--- config.mk ---
export PLATFORM = sky130hd
export DESIGN_NAME = mult_seq_ctrl
export DESIGN_NICKNAME = d
export VERILOG_FILES = /design/src/rtl/mult_seq_ctrl.sv
export SDC_FILE = /design/constraint.sdc
export NUM_CORES = 1
export LEC_CHECK = 0
export ABC_AREA = 1
export CAP_MARGIN = 20
export CORE_MARGIN = 5
export CORE_UTILIZATION = 50
export CTS_BUF_LIST = sky130_fd_sc_hd__clkbuf_2
export CTS_CLUSTER_SIZE = 25
export DETAILED_ROUTE_END_ITERATION = 6
export PLACE_DENSITY = 0.83
export SYNTH_ARGS = -nofsm -noshare
export SYNTH_HDL_FRONTEND = slang
export SYNTH_SLANG_ARGS = --single-unit
--- constraint.sdc ---
create_clock -name clk -period 8.69 [get_ports clk]
set_input_delay 0.869 -clock clk [delete_from_list [all_inputs] [get_ports clk]]
set_output_delay 0.869 -clock clk [all_outputs]
set_load 0.01 [all_outputs]
--- src/rtl/mult_seq_ctrl.sv ---
// Radix-2 shift-add multiply sequencer for the MIPS EX stage; owns HI/LO and the MFHI/MFLO stall.
// Define MULT_SIGNED_EN to honour op_signed (MULT); otherwise every op is treated as MULTU.
module mult_seq_ctrl #(
  parameter int WIDTH = 32,
  parameter int CNT_W = 6
) (
  input  logic             clk,
  input  logic             reset,
  input  logic             start,
  input  logic             op_signed,
  input  logic [WIDTH-1:0] multiplier,
  input  logic [WIDTH-1:0] multiplicand,
  input  logic             mthi_we,
  input  logic             mtlo_we,
  input  logic [WIDTH-1:0] wdata,
  input  logic             mf_req,
  output logic             busy,
  output logic             done,
  output logic             stall,
  output logic [WIDTH-1:0] hi,
  output logic [WIDTH-1:0] lo
);

  localparam logic [1:0] ST_IDLE = 2'd0;
  localparam logic [1:0] ST_RUN  = 2'd1;
  localparam logic [1:0] ST_DONE = 2'd2;

  localparam logic [CNT_W-1:0] LAST_CNT = CNT_W'(WIDTH - 1);

  logic [1:0]         state_q, state_d;
  logic [CNT_W-1:0]   cnt_q, cnt_d;
  logic [WIDTH-1:0]   acc_q, acc_d;
  logic [WIDTH-1:0]   mplr_q, mplr_d;
  logic [WIDTH-1:0]   mcand_q, mcand_d;
  logic [WIDTH-1:0]   hi_q, hi_d;
  logic [WIDTH-1:0]   lo_q, lo_d;

  logic               accept;
  logic [WIDTH-1:0]   opa_mag;
  logic [WIDTH-1:0]   opb_mag;
  logic [WIDTH:0]     sum;
  logic [2*WIDTH-1:0] prod_raw;
  logic [2*WIDTH-1:0] prod;

  assign accept = (state_q == ST_IDLE) && start;

  // One iteration: conditional add with carry kept, then {carry,acc,mplr} shifts right by one.
  assign sum      = {1'b0, acc_q} + (mplr_q[0] ? {1'b0, mcand_q} : {(WIDTH+1){1'b0}});
  assign prod_raw = {sum, mplr_q[WIDTH-1:1]};

`ifdef MULT_SIGNED_EN
  logic neg_q;

  // Magnitude of the most-negative operand is 2**(WIDTH-1), which fits unsigned.
  assign opa_mag = (op_signed && multiplier[WIDTH-1])   ? -multiplier   : multiplier;
  assign opb_mag = (op_signed && multiplicand[WIDTH-1]) ? -multiplicand : multiplicand;
  assign prod    = neg_q ? -prod_raw : prod_raw;

  always_ff @(posedge clk or posedge reset) begin
    if (reset) begin
      neg_q <= 1'b0;
    end else if (accept) begin
      neg_q <= op_signed & (multiplier[WIDTH-1] ^ multiplicand[WIDTH-1]);
    end
  end
`else
  logic unused_op_signed;

  assign unused_op_signed = op_signed;
  assign opa_mag          = multiplier;
  assign opb_mag          = multiplicand;
  assign prod             = prod_raw;
`endif

  always_comb begin
    // NOTE: every next-state variable gets its hold value first so no path can infer a latch.
    state_d = state_q;
    cnt_d   = cnt_q;
    acc_d   = acc_q;
    mplr_d  = mplr_q;
    mcand_d = mcand_q;
    hi_d    = hi_q;
    lo_d    = lo_q;
    case (state_q)
      ST_IDLE: begin
        if (start) begin
          state_d = ST_RUN;
          cnt_d   = '0;
          acc_d   = '0;
          mplr_d  = opa_mag;
          mcand_d = opb_mag;
        end
        if (mthi_we) hi_d = wdata;
        if (mtlo_we) lo_d = wdata;
      end
      ST_RUN: begin
        {acc_d, mplr_d} = prod_raw;
        cnt_d           = cnt_q + CNT_W'(1);
        if (cnt_q == LAST_CNT) begin
          state_d      = ST_DONE;
          {hi_d, lo_d} = prod;
        end
      end
      ST_DONE: state_d = ST_IDLE;
      default: state_d = ST_IDLE;
    endcase
  end

  // NOTE: state is updated with non-blocking assignments so every flop samples pre-edge values.
  always_ff @(posedge clk or posedge reset) begin
    if (reset) begin
      state_q <= ST_IDLE;
      cnt_q   <= '0;
      acc_q   <= '0;
      mplr_q  <= '0;
      mcand_q <= '0;
      hi_q    <= '0;
      lo_q    <= '0;
    end else begin
      state_q <= state_d;
      cnt_q   <= cnt_d;
      acc_q   <= acc_d;
      mplr_q  <= mplr_d;
      mcand_q <= mcand_d;
      hi_q    <= hi_d;
      lo_q    <= lo_d;
    end
  end

  assign busy  = (state_q == ST_RUN) || (state_q == ST_DONE);
  assign done  = (state_q == ST_DONE);
  assign stall = mf_req & busy;
  assign hi    = hi_q;
  assign lo    = lo_q;

endmodule

# After elaboration in Yosys (flattened, before gate mapping)
# Index checks and enable logic that the tools add are counted.
dict set report classes {
  add_sub_neg 2
  eq_ne 7
  n_mux 16
  n_bitwise 1
  reduce_logical 8
}
# op n
set op_table {}
lappend op_table {{one-hot mux 32 bit (2 select lines)} 4}
lappend op_table {{2-to-1 mux 32 bit} 7}
lappend op_table {{adder 32 x 32 -> 33 bit} 1}
lappend op_table {{one-hot mux 6 bit (2 select lines)} 1}
lappend op_table {{!= test 2 bit, second input constant} 4}
lappend op_table {{adder 6 x 1 -> 6 bit, second input constant} 1}
lappend op_table {{== test 6 x 5 -> 1 bit, second input constant} 1}
lappend op_table {{2-to-1 mux 6 bit} 1}
lappend op_table {{AND reduction 2 bit} 3}
lappend op_table {{AND reduction 3 bit} 2}
lappend op_table {{2-to-1 mux 2 bit} 2}
lappend op_table {{one-hot mux 2 bit (2 select lines)} 1}
lappend op_table {{== test 2 x 1 -> 1 bit, second input constant} 1}
lappend op_table {{== test 2 bit, second input constant} 1}
lappend op_table {{logical NOT 2 bit} 1}
lappend op_table {{nonzero test 2 bit} 1}
lappend op_table {{bitwise AND 1 bit} 1}
lappend op_table {{logical OR 1 bit} 1}
dict set report totals {
  register_bits 168
  input_bits 103
  output_inout_bits 67
  wordCells 41
}

# Logic depth before layout (Yosys ltp)
# Gate-level depths: netlist (run 1).
dict set report logic_depth {
  ltp_word 4
  mapped_depth 17
}

# Worst setup path before layout (run 1)
# OpenSTA, ideal clock, no wires.
dict set report synth_timing {
  path_type {flip-flop to flip-flop}
  start {reg mplr_q[0]}
  end {reg acc_q[23]}
  setup_ns 0.083
  arrival_ns 2.241
  path_slack_ns 6.367
  stages_incl_launch_ff 18
  n_path_buf 2
  synth_period_minus_slack_ns 2.323
  cell_sequence {dfrtp_1 > clkbuf_1 > clkbuf_1 > nand2_1 > inv_1 > ha_1 > fa_1 > nand3_1 > nand3_1 > nand2_1 > nand2_1 > nand2_1 > nand2_1 > nand2_1 > nand2_1 > nand2_1 > nand3_1 > o21ai_0}
}
dict set report synth_between {
  elab_chain_len 3
}
# element line_no
set synth_rtl {}
lappend synth_rtl {{start, declared} 33} ;# logic [WIDTH-1:0] mplr_q, mplr_d;
lappend synth_rtl {{start signal, assigned} 123} ;# mplr_q <= mplr_d;
lappend synth_rtl {{2-to-1 mux 32 bit} 48} ;# assign sum = {1'b0, acc_q} + (mplr_q[0] ? {1'b0, mcand_q} : {(WIDTH+1){1'b0}});
lappend synth_rtl {{adder 32 x 32 -> 33 bit} 48}
lappend synth_rtl {{one-hot mux 32 bit (2 select lines)} 84} ;# case (state_q)
lappend synth_rtl {{end signal, assigned} 114} ;# acc_q <= '0;
lappend synth_rtl {{end signal, assigned} 122} ;# acc_q <= acc_d;
lappend synth_rtl {{end, declared} 32} ;# logic [WIDTH-1:0] acc_q, acc_d;
# Every way passes these cells.
# A chain may end at the register's enable or synchronous reset.

# Worst setup path after layout (run 1)
dict set report layout_timing {
  start {reg state_q[0]}
  end {out stall}
}
dict set report layout_between {
  elab_chain_len 3
  elab_cells_between_ends 4
  cone_classes {2 x eq/ne; 1 x bitwise; 1 x reduce/logical}
}
# element line_no
set layout_rtl {}
lappend layout_rtl {{start, declared} 30} ;# logic [1:0] state_q, state_d;
lappend layout_rtl {{start signal, assigned} 120} ;# state_q <= state_d;
lappend layout_rtl {{== test 2 x 1 -> 1 bit / == test 2 bit (equally long branches)} 130} ;# assign busy = (state_q == ST_RUN) || (state_q == ST_DONE);
lappend layout_rtl {{logical OR 1 bit *} 130}
lappend layout_rtl {{bitwise AND 1 bit *} 132} ;# assign stall = mf_req & busy;
lappend layout_rtl {{end, declared} 19} ;# output logic stall,
# Mark *: on every way between the ends. The rest lies on a longest branch, timed or not.

==> summary.md, run 1 <==
| Metric | Value |
|---|---|
| CTS root buf | `clkbuf_2` |
| Yosys top cell by area | `dfrtp_1` |
| Asr flop ratio synth | `1.00` |
| Share of layout cells above drive strength 1 | `0.0366` |
| Initial DRC count | `739` |
| CP max-delay cell | `clkdlybuf4s50_1` |
| Port bufs | `168` |
| Number of flops mapped to enable cells by yosys | `0` |
| # rows | `50` |
| DP Area | `0.0113 mm^2` |
| Finish-stage setup viols | `0` |
| Register area | `0.00420 mm^2` |
| Critical Path RT | `7.82 ns` |
| Leakage | `6.00 nW` |
| VDD IR max | `180 uV` |
| CTS Sinks | `168` |
| Hold Buf Count CTS | `0` |
| Via-to-Cell Ratio | `5.19` |
| First-pass GRT wire length | `43700 um` |
| Worst path max stage delay | `0.53 ns` |
| Switching power total | `0.00159 W` |
| Core ar. | `0.0187 mm^2` |
| Post-Synth Simple-Gate Area | `0.297` |
| Switch share | `0.446` |
| Final core utilization | `0.622` |
| Antenna-violating nets left | `0` |
| Max Clk Rate | `319 MHz` |
| Worst path bufs/invs | `3` |
| Tightest Pin Transition | `0.901 ns` |
| Part of the power in the clock network | `0.125` |
| Die X | `148 um` |
| Reg-to-reg endpoint | `mplr_q[29]$_DFFE_PP0P_` |
| Fin area | `0.0116 mm^2` |
| RR Startpoint | `state_q[0]$_DFFE_PP0P_` |
| Max-cap check violation count | `0` |
| Worst slew margin | `0.399` |
| Pint | `0.00197 W` |
| CP Max Fanout | `3` |
| CP delay by family, top | `buffers and inverters` |
| Most used cell, CP | `inv_1` |
| Final min period | `3.13 ns` |
| Sequential area share after synthesis | `0.443` |
| Drt drc | `0` |
| Reg2Reg Depth | `10` |
| Worst hold endpoint | `mcand_q[27]$_DFFE_PP0P_` |
| Startpoint types | `register` |
| Final Hold Viols | `0` |
| Total negative slack | `0 ns` |
| Routed WL | `27000 um` |
| Adder-cell share of the synthesized area | `0.0496` |
| Final WS setup | `5.56 ns` |
| GPL Wtd Cong | `0.907` |
| Total power | `0.00357 W` |
| Commonest non-fill, non-tap cells in the layout | `nand2_1, dfrtp_1, clkdlybuf4s50_1, inv_1, nor2_1` |
| Clk_lat worst skew | `0.81 ns` |
| Post-DP HPWL | `19700 um` |
| Post-synthesis mux area share | `0` |
| Via count | `9030` |
| GRT overflow | `0` |
| Top FF cell, synth | `dfrtp_1` |
| Starting Density | `0.508` |
| Die Ht | `148 um` |
| Area of the mapped netlist | `0.00949 mm^2` |
| Hold depth | `2` |
| Compound-Gate Fraction of Synth Area | `0.121` |
| Hold path start | `mcand_q[27]$_DFFE_PP0P_` |
| Final Skew | `0.0345 ns` |
| Max clock buf depth | `2` |
| GRT Overall Usage | `0.248` |
| Pre-antenna DRT Iters | `6` |
| Routed wire per std cell | `15.5 um` |
| Fin crit share | `0.360` |
| FF-to-FF setup slack | `5.80 ns` |
| Area growth from synthesis to layout | `22.5%` |
| Status | `finished, final reports clean` |
| Post-synth top area share | `0.443` |
| RSZ-0062 raised after global routing | `no` |
| IO Count | `170` |
| Crit path kind | `reg2out` |
| HP Class | `reg2reg` |
| Clk pin slew, worst setup/hold paths | `0.26 ns` |
| Library cells used by synthesis | `29` |
| Worst path arrival time | `2.26 ns` |
| Commonest non-fill, non-tap cell in the layout | `nand2_1` |
| Endpoint type of the worst setup path | `primary output` |
| # nets final | `1631` |
| Crit-path cells | `inv_1 -> ha_1 -> nand2_1 -> inv_1 -> clkdlybuf4s50_1` |
| Yosys reg bits | `168` |
| Power Density | `307 mW/mm^2` |
| Ys Warns | `0` |
| Flop pwr share | `0.369` |
| Num CTS Buffers | `17` |
| Syn nets | `1486` |
| Dpl ws | `4.88 ns` |
| Combinational share of power | `0.505` |
| Number of global-route vias before repair | `8561` |
| Syn avg cell area | `7.05 um^2` |
| Gate count of the mapped netlist | `1346` |
| XOR/XNOR Fraction of Synth Area | `0.00277` |
| Die Area | `0.0218 mm^2` |
| Largest cells by area after synthesis | `dfrtp_1, nand2_1, inv_1` |
| Max Transition Viols Final | `0` |
| Buffer count from post-CTS setup fixing | `0` |
| Initial antenna violation count | `2` |
| Resize count post-CTS | `0` |
| TritonCTS clock tree | `done` |
| Multi-input logic area | `0.00447 mm^2` |
| H-tree lvl count | `4` |
| Largest net degree at the start of global routing | `128` |
| Largest family of logic cells by synthesized area | `simple AND/OR/NAND/NOR gates` |
| Fillers | `1703` |
## per-layer routing
layer / share of wire / global-route usage
met1: 0.45 / 0.351
met4: 0.018 / 0.0755
met2: 0.46 / 0.395
met3: 0.066 / 0.0420
met5: 0 / 0
## worst min-delay path: stages, from the launching register on
cell and delay (ns):
dfrtp_1 0.41, nand2_1 0.05, nand2_1 0.06
## cell type report
cell class                 count  share of cell area
multi-input combinational    961               0.385
sequential                   168               0.362
timing repair buffer         178               0.153
inverter                     165              0.0537
tap                          234              0.0252
clock inverter                14              0.0139
clock buffer                  18             0.00775
antenna                        2            0.000430
## cells in the mapped netlist, drive strengths merged, types with 6 or more instances
library cell and n:
nand3 39, ha 36, a21oi 74, dfrtp 168, buf 18, nor3 8
nand2 543, clkbuf 34, inv 165, o21ai 46, a31oi 46, o211ai 30
nand3b 6, nor2 120
## logic make-up (layout without fill, tap and decap cells)
family,after synthesis,count (layout)
adders and majority gates,37,37
DFF,168,168
buffers and inverters,217,375
AOI/OAI and AO/OA,199,199
xor gates and xnor gates,3,3
and+or+nand+nor,722,722
other,0,2
## power groups by stage
stage               logic, W  registers (W)  clock network, W
floorplan            0.00105        0.00136                 0
global placement     0.00174        0.00132                 0
detailed placement   0.00179        0.00133                 0
CTS                  0.00179        0.00131          0.000457
global route         0.00200        0.00136          0.000489
finish               0.00180        0.00132          0.000448
## worst max path at each step
stage                           startpoint                    end  cells after the start
finish              state_q[0]$_DFFE_PP0P_                  stall                      5
global route        state_q[0]$_DFFE_PP0P_                  stall                      5
CTS                 state_q[0]$_DFFE_PP0P_  acc_q[20]$_DFFE_PP0P_                      8
detailed placement                   start  acc_q[14]$_DFFE_PP0P_                      7
global placement                     start  acc_q[11]$_DFFE_PP0P_                      7
floorplan                            reset   acc_q[0]$_DFFE_PP0P_                      1
## flip-flops by register name, indices dropped and copies added (netlist names)
name     flops
mplr_q      32
acc_q       32
hi          32
lo          32
cnt_q        6
mcand_q     32
state_q      2
## metrics by stage
| step | hold slack, ns | cells |
|---|---|---|
| after CTS | 0.475 | 1737 |
| final | 0.519 | 1740 |
| after floorplan | 0.449 | 1346 |
| after global routing | 0.475 | 1740 |
| after detailed placement | 0.465 | 1705 |
| after global placement | 0.464 | 1705 |
No activity file was read; power rests on OpenSTA's default activity.
==> run 2, diff against run 1 <==
PLACE_DENSITY = 0.87   (was 0.83)
clock period = 2.5 ns   (was 8.69 ns; I/O delays follow)
==> summary.md, run 2 (synthesized netlist as in run 1, its figures left out) <==
| Metric | Value |
|---|---|
| Final Hold Viols | `0` |
| Leakage | `6.38 nW` |
| Final min period | `2.50 ns` |
| GRT Overall Usage | `0.258` |
| Highest routed layer | `met4` |
| DP Area | `0.0115 mm^2` |
| Startpoint types | `register` |
| Worst slew margin | `0.508` |
| Clk_lat worst skew | `0.78 ns` |
| Commonest non-fill, non-tap cell in the layout | `nand2_1` |
| Failing checks | `setup timing` |
| Pint | `0.00741 W` |
| First-pass GRT wire length | `45600 um` |
| Endpoint type of the worst setup path | `register` |
| Fin area | `0.0131 mm^2` |
| TritonCTS clock tree | `done` |
| # nets final | `1702` |
| Largest net degree at the start of global routing | `69` |
| Worst path arrival time | `3.16 ns` |
| Routed wire per std cell | `16.4 um` |
| Power Density | `1030 mW/mm^2` |
| VDD IR max | `641 uV` |
| Fin crit share | `1.00` |
| Status | `finished with violations` |
| Core ar. | `0.0187 mm^2` |
| Initial DRC count | `901` |
| Final Skew | `0.0370 ns` |
| Post-DP HPWL | `20900 um` |
| Max clock buf depth | `2` |
| Drt drc | `0` |
| CTS Sinks | `168` |
| # rows | `50` |
| M1 WL | `12600 um` |
| IO Count | `170` |
| Flop pwr share | `0.348` |
| Critical Path RT | `3.16 ns` |
| Tightest Pin Transition | `0.738 ns` |
| DR WL met2 | `14000 um` |
| Die X | `148 um` |
| Via count | `9694` |
| Initial antenna violation count | `1` |
| Die Ht | `148 um` |
| GRT overflow | `0` |
| CP Max Fanout | `8` |
| Antenna-violating nets left | `0` |
| Max-cap check violation count | `0` |
| Part of the power in the clock network | `0.110` |
| Switching power total | `0.00602 W` |
| RSZ-0062 raised after global routing | `yes` |
| Final WS setup | `-0.000888 ns` |
| Area growth from synthesis to layout | `37.8%` |
| Port bufs | `168` |
| Max Transition Viols Final | `0` |
| Switch share | `0.448` |
| Pre-antenna DRT Iters | `6` |
| Commonest non-fill, non-tap cells in the layout | `nand2_1, dfrtp_1, clkdlybuf4s50_1, inv_1, nor2_1` |
| Met3 wire len | `2190 um` |
| Routed WL | `29700 um` |
| Num CTS Buffers | `17` |
| Die Area | `0.0218 mm^2` |
| Dpl ws | `0.0570 ns` |
| Clk pin slew, worst setup/hold paths | `0.28 ns` |
| HP Class | `in2reg` |
| GPL Wtd Cong | `0.932` |
| Hold_ws | `0.0402 ns` |
| CTS root buf | `clkbuf_2` |
| Crit path kind | `reg2reg` |
| Max Clk Rate | `400 MHz` |
| Share of layout cells above drive strength 1 | `0.135` |
| Number of global-route vias before repair | `9069` |
| Starting Density | `0.508` |
| H-tree lvl count | `4` |
| Finish-stage setup viols | `1` |
| Via-to-Cell Ratio | `5.36` |
| Combinational share of power | `0.541` |
[run 2: cell count changes in the layout (fill, tap and decap cells not counted), sizes merged]
cell,change
buf,+17
clkbuf,+2
clkdlybuf4s50,-2
clkinv,-2
clkinvlp,+4
diode,-1
dlygate4sd2,+1
dlygate4sd3,+52
dlymetal6s2s,+1
inv,-3
[run 2: final timing paths]
path | slack (ns) | cells past startpoint | end | from
worst max-delay path | -0.0009 | 11 | acc_q[9]$_DFFE_PP0P_ | mplr_q[0]$_DFFE_PP0P_
max in group asynchronous | 1.46 | 4 | acc_q[3]$_DFFE_PP0P_ | reset
min in group asynchronous | 0.35 | 3 | lo[10]$_DFFE_PP0P_ | reset
worst max register to register | -0.0009 | 11 | acc_q[9]$_DFFE_PP0P_ | mplr_q[0]$_DFFE_PP0P_
worst min register to register | 0.52 | 2 | mcand_q[8]$_DFFE_PP0P_ | mcand_q[8]$_DFFE_PP0P_
worst min-delay path | 0.04 | 3 | mplr_q[22]$_DFFE_PP0P_ | multiplier[22]
[run 2: layout make-up]
type	count	area, um^2
Clock inverter	13	139
Tap cell	234	293
Sequential cell	168	4210
Multi-Input combinational cell	961	5160
Fill cell	1425	5630
Inverter	165	623
Antenna cell	1	2.50
Timing Repair Buffer	249	2560
Clock buffer	18	90.1
[run 2: per-stage QoR]
| stage | utilization | setup TNS [ns] | cells | total power (W) |
|---|---|---|---|---|
| finish | 0.699 | -0.000888 | 1809 | 0.0134 |
| global route | 0.699 | -0.468 | 1809 | 0.0143 |
| CTS | 0.648 | -0.000200 | 1784 | 0.0125 |
| detailed placement | 0.616 | 0 | 1715 | 0.0111 |
| global placement | 0.616 | 0 | 1715 | 0.0108 |
| floorplan | - | 0 | 1346 | 0.00838 |
[run 2: metal layers]
layer	vias to the layer above	track usage
met2	400	0.415
met3	80	0.0484
met4	0	0.0834
met1	4546	0.354
li1	4668	-
met5	-	0
[run 2: repair_timing]
item | in CTS | in global routing
resized for setup | 3 | 179
cloned | 0 | 3
hold endpoints to repair | 53 | 15
pin swaps | 0 | 25
hold buffers | 38 | 14
buffers inserted | 0 | 7
setup endpoints to repair | 3 | 48
[run 2: power by group through the flow]
| stage | clock [W] | combinational (W) | sequential, W |
|---|---|---|---|
| after floorplan | 0 | 0.00365 | 0.00472 |
| after global placement | 0 | 0.00622 | 0.00459 |
| after detailed placement | 0 | 0.00643 | 0.00464 |
| after CTS | 0.00147 | 0.00649 | 0.00457 |
| after global routing | 0.00161 | 0.00794 | 0.00480 |
| final | 0.00148 | 0.00727 | 0.00468 |
[run 2: worst max-delay path: stages, from the launching register on]
cell,delay [ns]
dfrtp_2,0.60
clkbuf_16,0.22
nand2_1,0.09
inv_2,0.05
fa_2,0.36
buf_6,0.14
nand3_1,0.09
nand3b_1,0.25
buf_4,0.23
o21ai_1,0.12
buf_4,0.14
o21ai_0,0.08
==> run 3, diff against run 2 <==
CORE_MARGIN = 1   (was 5)
HOLD_SLACK_MARGIN = 0.15   (was not set)
==> summary.md, run 3 (synthesized netlist as in run 1, its figures left out) <==
| Metric | Value |
|---|---|
| Routed wire per std cell | `15.9 um` |
| Leakage | `6.48 nW` |
| Initial antenna violation count | `1` |
| Max clock buf depth | `2` |
| TritonCTS clock tree | `done` |
| Starting Density | `0.509` |
| Fin crit share | `0.959` |
| CP max-delay cell | `dfrtp_1` |
| Die Area | `0.0195 mm^2` |
| Worst path arrival time | `3.11 ns` |
| Flop pwr share | `0.358` |
| Max Clk Rate | `417 MHz` |
| Final Skew | `0.0498 ns` |
| Combinational share of power | `0.528` |
| Core ar. | `0.0186 mm^2` |
| Dpl ws | `0.0866 ns` |
| Final min period | `2.40 ns` |
| Via count | `9962` |
| Max Transition Viols Final | `0` |
| Clk_lat worst skew | `0.79 ns` |
| Hold_ws | `0.260 ns` |
| Tightest Pin Transition | `0.720 ns` |
| Crit-path cells | `buf_12 -> nand2_1 -> inv_1 -> ha_1 -> nand2_2 -> inv_1 -> nand2_1 -> nand2_1 -> nand3b_1 -> nand3_1 -> nand2_1 -> nand2_1 -> nand3_2 -> a21oi_2` |
| Worst slew margin | `0.520` |
| Most used cell, CP | `nand2_1` |
| Post-DP HPWL | `19900 um` |
| # rows | `50` |
| Pre-antenna DRT Iters | `6` |
| Antenna-violating nets left | `0` |
| H-tree lvl count | `4` |
| Die X | `140 um` |
| Critical Path RT | `3.22 ns` |
| Area growth from synthesis to layout | `35.6%` |
| Share of layout cells above drive strength 1 | `0.0687` |
| VDD IR max | `495 uV` |
| Drt drc | `0` |
| CP Max Fanout | `32` |
| Die Ht | `140 um` |
| CTS root buf | `clkbuf_2` |
| Largest net degree at the start of global routing | `67` |
| Final WS setup | `0.102 ns` |
| Routed WL | `29500 um` |
| # nets final | `1742` |
| Crit path kind | `reg2reg` |
| Finish-stage setup viols | `0` |
| Clk pin slew, worst setup/hold paths | `0.30 ns` |
| Max-cap check violation count | `0` |
| Power Density | `1000 mW/mm^2` |
| Register area | `0.00420 mm^2` |
| Fillers | `1461` |
| Switching power total | `0.00581 W` |
| Status | `finished, final reports clean` |
| Number of global-route vias before repair | `9464` |
| Pint | `0.00708 W` |
| GPL Wtd Cong | `0.929` |
| GRT overflow | `0` |
| First-pass GRT wire length | `47400 um` |
| RSZ-0062 raised after global routing | `yes` |
| Commonest non-fill, non-tap cells in the layout | `nand2_1, dfrtp_1, clkdlybuf4s50_1, inv_1, nor2_1` |
| CTS Sinks | `168` |
| IO Count | `170` |
| Via-to-Cell Ratio | `5.38` |
| Switch share | `0.451` |
| Endpoint type of the worst setup path | `register` |
| Startpoint types | `register` |
| Commonest non-fill, non-tap cell in the layout | `nand2_1` |
| Final Hold Viols | `0` |
| Initial DRC count | `856` |
| HP Class | `in2async` |
| GRT Overall Usage | `0.308` |
| Part of the power in the clock network | `0.114` |
| Multi-input logic area | `0.00462 mm^2` |
| Final core utilization | `0.691` |
| Worst path max stage delay | `0.47 ns` |
| Port bufs | `168` |
| Num CTS Buffers | `17` |
==> run 3: cell type report <==
cell class,instances,share of cell area
multi-input combinational,961,0.359
sequential,168,0.327
timing repair buffer,289,0.225
inverter,165,0.0484
tap,234,0.0227
clock inverter,14,0.0111
clock buffer,18,0.00700
antenna,1,0.000194
==> run 3: per-layer routing <==
layer / part of all wire / vias to the layer above / track usage
li1: - / 4766 / -
met1: 0.42 / 4667 / 0.396
met2: 0.48 / 453 / 0.514
met3: 0.072 / 76 / 0.0547
met4: 0.031 / 0 / 0.122
met5: 0 / - / 0
==> run 3: path summary, 6_finish.rpt <==
check                      depth (start not counted)                       to  slack, ns                    start
setup reg to reg                                  14       hi[17]$_DFFE_PP0P_       0.10    mplr_q[0]$_DFFE_PP0P_
max in group asynchronous                          4       hi[14]$_DFFE_PP0P_       1.59                    reset
setup / recovery                                  14       hi[17]$_DFFE_PP0P_       0.10    mplr_q[0]$_DFFE_PP0P_
hold / removal                                     3    mplr_q[6]$_DFFE_PP0P_       0.26                    reset
hold reg to reg                                    2  mcand_q[22]$_DFFE_PP0P_       0.51  mcand_q[22]$_DFFE_PP0P_
min in group clk                                   5       lo[26]$_DFFE_PP0P_       0.39                  mtlo_we
==> run 3: through the flow <==
stage / power [W] / setup TNS [ns] / cell area (um^2) / instances
2_1_floorplan: 0.00838 / 0 / 9500 / 1346
3_3_place_gp: 0.0107 / 0 / 11500 / 1717
3_5_place_dp: 0.0110 / 0 / 11500 / 1717
4_1_cts: 0.0125 / 0 / 12700 / 1849
5_1_grt: 0.0137 / -0.0699 / 12900 / 1850
6_report: 0.0129 / 0 / 12900 / 1850
==> run 3: timing repair <==
action,in CTS,in global routing
hold buffers,98,0
pin swaps,0,5
setup buffers,2,0
endpoints found under the hold margin,290,0
resized for setup,0,59
setup endpoints to repair,1,35
==> run 3: critical path, delay by kind of cell, from the launching register on <==
| kind | cells | cell delay [ns] |
|---|---|---|
| buffers and inverters | 3 | 0.26 |
| adder cells (fa/ha/maj) | 1 | 0.35 |
| AND/OR/NAND/NOR | 9 | 1.11 |
| flip-flops | 1 | 0.47 |
| AO/OA/AOI/OAI | 1 | 0.16 |
==> run 3: power by group through the flow <==
stage / combinational (W) / sequential [W] / clock [W]
floorplan: 0.00365 / 0.00472 / 0
global placement: 0.00614 / 0.00458 / 0
detailed placement: 0.00634 / 0.00462 / 0
CTS: 0.00650 / 0.00457 / 0.00148
global route: 0.00744 / 0.00472 / 0.00159
finish: 0.00681 / 0.00462 / 0.00146
